[config.mk]
export PLATFORM = sky130hd
export DESIGN_NAME = jk_drive_ctrl
export DESIGN_NICKNAME = d
export VERILOG_FILES = /design/src/rtl/jk_drive_ctrl.sv
export SDC_FILE = /design/constraint.sdc
export NUM_CORES = 1
export LEC_CHECK = 0
export BUFFER_PORTS_ARGS = -buffer_cell sky130_fd_sc_hd__buf_2
export CAP_MARGIN = 20
export CORE_AREA = 5 5 42 44
export CTS_BUF_LIST = sky130_fd_sc_hd__clkbuf_16
export CTS_CLUSTER_DIAMETER = 120
export DETAILED_ROUTE_END_ITERATION = 8
export DIE_AREA = 0 0 47 49
export GPL_ROUTABILITY_DRIVEN = 0
export PLACE_DENSITY = 0.58
export SYNTH_ARGS = -nofsm -noshare
export SYNTH_HDL_FRONTEND = slang
export SYNTH_SLANG_ARGS = --single-unit
[constraint.sdc]
create_clock -name clk -period 2.1 [get_ports clk]
set_input_delay 0.42 -clock clk [delete_from_list [all_inputs] [get_ports clk]]
set_output_delay 0.42 -clock clk [all_outputs]
set_load 0.01 [all_outputs]
[src/rtl/jk_drive_ctrl.sv]
// jk_drive_ctrl
//   Driver-side controller for a JK flip-flop. A target Q value is taken over a
//   valid/ready handshake. J/K are derived from the excitation table using the
//   flop's fed-back Q at the moment of acceptance. The drive is held for one
//   clock, then the controller waits a settle time and checks the flop output.
//
//   Build option: define JK_ERR_CNT_EN to add the saturating err_cnt output.
//
// Parameters
//   SETTLE_CYC  clocks waited after the drive cycle before Q is checked (>=1)
//   USE_TOGGLE  1: a required change is driven as J=K=1, 0: as set/reset
//   ERR_W       width of err_cnt (only with JK_ERR_CNT_EN)
//
// Ports
//   clk        clock, rising edge
//   rst        asynchronous active-low reset
//   tgt_valid  target bit offered
//   tgt_bit    desired next Q
//   tgt_ready  controller can accept a target
//   j, k       drive to the flop, asserted only during the drive cycle
//   q_fb       flop Q feedback (same clock domain)
//   busy       transaction in progress
//   done       one-cycle pulse when the check completes
//   err        one-cycle pulse with done when q_fb differs from the target
//   err_cnt    saturating mismatch count (only with JK_ERR_CNT_EN)
module jk_drive_ctrl #(
   parameter int SETTLE_CYC = 1,
   parameter bit USE_TOGGLE = 1'b0
`ifdef JK_ERR_CNT_EN
   ,
   parameter int ERR_W      = 8
`endif
) (
   input  logic             clk,
   input  logic             rst,
   input  logic             tgt_valid,
   input  logic             tgt_bit,
   output logic             tgt_ready,
   output logic             j,
   output logic             k,
   input  logic             q_fb,
   output logic             busy,
   output logic             done,
   output logic             err
`ifdef JK_ERR_CNT_EN
   ,
   output logic [ERR_W-1:0] err_cnt
`endif
);

   typedef enum logic [1:0] {IDLE, DRIVE, SETTLE, CHECK} state_t;

   localparam int CNT_W = (SETTLE_CYC > 1) ? $clog2(SETTLE_CYC) : 1;

   state_t           state;
   logic             tgt_q;
   logic [CNT_W-1:0] cnt;

   // Latched target is data only; it is meaningful solely while busy.
   always_ff @(posedge clk) begin
      if (state == IDLE && tgt_valid && tgt_ready)
         tgt_q <= tgt_bit;
   end

   always_ff @(posedge clk or negedge rst) begin
      if (!rst) begin
         state     <= IDLE;
         cnt       <= '0;
         tgt_ready <= 1'b0;
         j         <= 1'b0;
         k         <= 1'b0;
         busy      <= 1'b0;
         done      <= 1'b0;
         err       <= 1'b0;
      end else begin
         // Pulsed outputs default low every cycle.
         done <= 1'b0;
         err  <= 1'b0;
         j    <= 1'b0;
         k    <= 1'b0;
         case (state)
            IDLE: begin
               tgt_ready <= 1'b1;
               if (tgt_valid && tgt_ready) begin
                  state     <= DRIVE;
                  busy      <= 1'b1;
                  tgt_ready <= 1'b0;
                  // An unknown q_fb makes both tests false, so the drive stays 00.
                  if (tgt_bit && !q_fb) begin
                     j <= 1'b1;
                     k <= USE_TOGGLE;
                  end else if (!tgt_bit && q_fb) begin
                     j <= USE_TOGGLE;
                     k <= 1'b1;
                  end
               end
            end
            DRIVE: begin
               // The flop captures J/K on the edge that leaves this state.
               state <= SETTLE;
               cnt   <= CNT_W'(SETTLE_CYC - 1);
            end
            SETTLE: begin
               if (cnt == '0) begin
                  state <= CHECK;
                  done  <= 1'b1;
                  // Written as a match test so an unknown q_fb reports an error.
                  if (q_fb == tgt_q)
                     err <= 1'b0;
                  else
                     err <= 1'b1;
               end else begin
                  cnt <= cnt - 1'b1;
               end
            end
            CHECK: begin
               state     <= IDLE;
               busy      <= 1'b0;
               tgt_ready <= 1'b1;
            end
            default: state <= IDLE;
         endcase
      end
   end

`ifdef JK_ERR_CNT_EN
   always_ff @(posedge clk or negedge rst) begin
      if (!rst)
         err_cnt <= '0;
      else if (err && (err_cnt != {ERR_W{1'b1}}))
         err_cnt <= err_cnt + 1'b1;
   end
`endif

endmodule

==> flow_summary.yaml <==
run_status:
  outcome: "complete, no violations"
cts:
  root_buffer: "clkbuf_16"
  clk_latency_ps: 230
  clockBufferDepth: 2
  cts.sinks: 9
  cts_hold_buffers: 0
  cts_tree: "built"
  h-tree-depth: 1
  path_clk_slew_ps: 40
  cts_inserted_buffers: 3
  postCtsSetupBuffers: 0
  post_cts_resized: 0
pwr:
  p_per_area_nw_per_um2: 1580
  sw_frac_of_total_pct: 28.2
  internal_power_mw: 0.641
  pwr-share-seq_pct: 30.9
  p_sw_mw: 0.251
  pwr-share-comb_pct: 32.6
  p_leak_nw: 0.291
  clockPowerShare_pct: 36.4
  ir_worst_vdd_mv: 1.05
  p_total_mw: 0.892
logic_synthesis:
  yosysWarnings: 0
  synth_cell_type_count: 18
  synth_nets: 40
  seq_area_frac_synth_pct: 55.4
  avgSynthCellArea_um2: 13.4
  synth_cells: 31
  ys_ff_latch: 9
  netlist_area_um2: 415
cells_and_area:
  diodes: 0
  drive_above_1_share_pct: 35.6
  areaGrowthSynthToFinish_pct: 35.8
  fin_cells: 61
  fin_nets: 55
  layout_common_cells: "10 x buf_2, 8 x dfrtp_1, 4 x inv_1, 4 x ha_1, 3 x clkbuf_16"
  fin_area_um2: 564
  layout_commonest_cell: "buf_2"
  finish.utilization_pct: 40.3
global_routing:
  grt_pass1_vias: 265
  grt_max_degree: 9
  antenna_found_initial: 0
  grt_pass1_wl_mm: 1.13
  grt_overflow: 0
  track_usage_pct: 7.20
routing:
  drtIter0Drc: 1
  drc: 0
  drt_first_pass_iters: 3
  wirelength_um: 689
  vias: 277
  ant_nets: 0
  wl_per_cell_um: 11.3
  via_per_inst: 4.54
worst_setup_path:
  crit_fanout: 4
  start_kind: "flip-flop"
  worstSetupEndpointType: "flip-flop"
  critPathRequiredTime_ps: 2210
  worstPathArrival_ps: 1450
  critPathKind: "flip-flop to flip-flop"
timing:
  maxSlewViolCount: 0
  final_hold_viol_count: 0
  relSlewSlack_pct: 87.5
  worst_clock_skew_ps: 1.49
  finalSetupTns_ps: 0
  fin_crit_ps: 1340
  setup_viol: 0
  worst_pin_slew_ps: 188
  finalWorstSetupSlack_ps: 765
  fin_crit_sh_pct: 63.6
  hold_ws_ps: 24.1
  rsz0062_at_grt: "false"
  max_freq_ghz: 0.749
die:
  core_um2: 1400
  core.rowCount: 14
  pin_count: 11
  die_area_um2: 2300
  die_h_um: 49
  initial_core_util_pct: 29.6
  die_x_um: 47
flow_run:
  drv_cap: 0
placed_design:
  io_buffers: 10
  postPlaceCellArea_um2: 485
  post-place-ws_ps: 764
  place_inst: 57
worst_hold_path:
  worstHoldPathType: "input port to asynchronous set/reset pin"
-- critical path, stage by stage (launching register included) --
cell      delay (ps)
dfrtp_1          370
inv_1            120
ha_1             190
a21boi_2         220
mux2_4           310
-- logic make-up after synthesis --
group,after synthesis,synth area share (%)
AND/OR/NAND/NOR,9,14.5
flip-flops,9,55.4
adder cells (fa/ha/maj),4,12.0
AO/OA/AOI/OAI,3,7.23
buffers and inverters,3,2.71
multiplexers,2,6.02
XOR/XNOR,1,2.11
-- flip-flops by register name (all words and copies together), names as in the netlist --
name,count
busy,1
k,1
err,1
tgt_ready,1
done,1
state,2
tgt_q,1
j,1
-- Yosys cell counts --
cell	n	share of area, %
a21boi_2	1	2.7
a311o_1	1	2.4
and2_1	1	1.5
and2b_1	1	1.8
and4b_1	1	2.4
dfrtp_1	8	48
edfxtp_1	1	7.2
ha_1	4	12
inv_1	3	2.7
mux2_4	1	3.6
mux2i_1	1	2.4
nand2_2	1	1.5
nand2b_1	1	1.5
nand3_1	1	1.2
nor2_1	1	0.90
nor3b_1	2	3.6
o31a_1	1	2.1
xor2_1	1	2.1
-- worst paths after layout --
| check | start | endpoint | slack (ps) | cells after the start |
|---|---|---|---|---|
| worst max register to register | state[0]$_DFFE_PN0P_ | state[1]$_DFFE_PN0P_ | 760 | 4 |
| max in group asynchronous | rst | k$_DFF_PN0_ | 1910 | 1 |
| worst min register to register | busy$_DFFE_PN0P_ | busy$_DFFE_PN0P_ | 540 | 1 |
| min in group clk | tgt_bit | k$_DFF_PN0_ | 380 | 2 |
| worst max-delay path | state[0]$_DFFE_PN0P_ | state[1]$_DFFE_PN0P_ | 760 | 4 |
| worst min-delay path | rst | state[0]$_DFFE_PN0P_ | 20 | 1 |
-- final cells by class --
| type | count | area, um^2 |
|---|---|---|
| clock inverters | 1 | 3.75 |
| flip-flops and latches | 9 | 230 |
| multi-input cells | 19 | 174 |
| clock buffers | 3 | 75.1 |
| fillers | 140 | 837 |
| well taps | 16 | 20.0 |
| repair buffers | 10 | 50.0 |
| inverters | 3 | 11.3 |
-- routing by layer --
metal  vias to the layer above  track usage [%]  wire, um
met5                         -                0         0
met4                         0             2.76        10
met3                         2             5.90       109
met2                        12             8.60       253
met1                       127             9.36       315
li1                        136                -         -
-- power by group through the flow --
stage | Sequential (mW) | Clock (mW) | Combinational [mW]
detailed placement | 0.278 | 0 | 0.297
global placement | 0.279 | 0 | 0.293
CTS | 0.278 | 0.334 | 0.298
floorplan | 0.293 | 0 | 0.198
global route | 0.286 | 0.347 | 0.332
finish | 0.276 | 0.325 | 0.291
No activity file was read; power rests on OpenSTA's default activity.
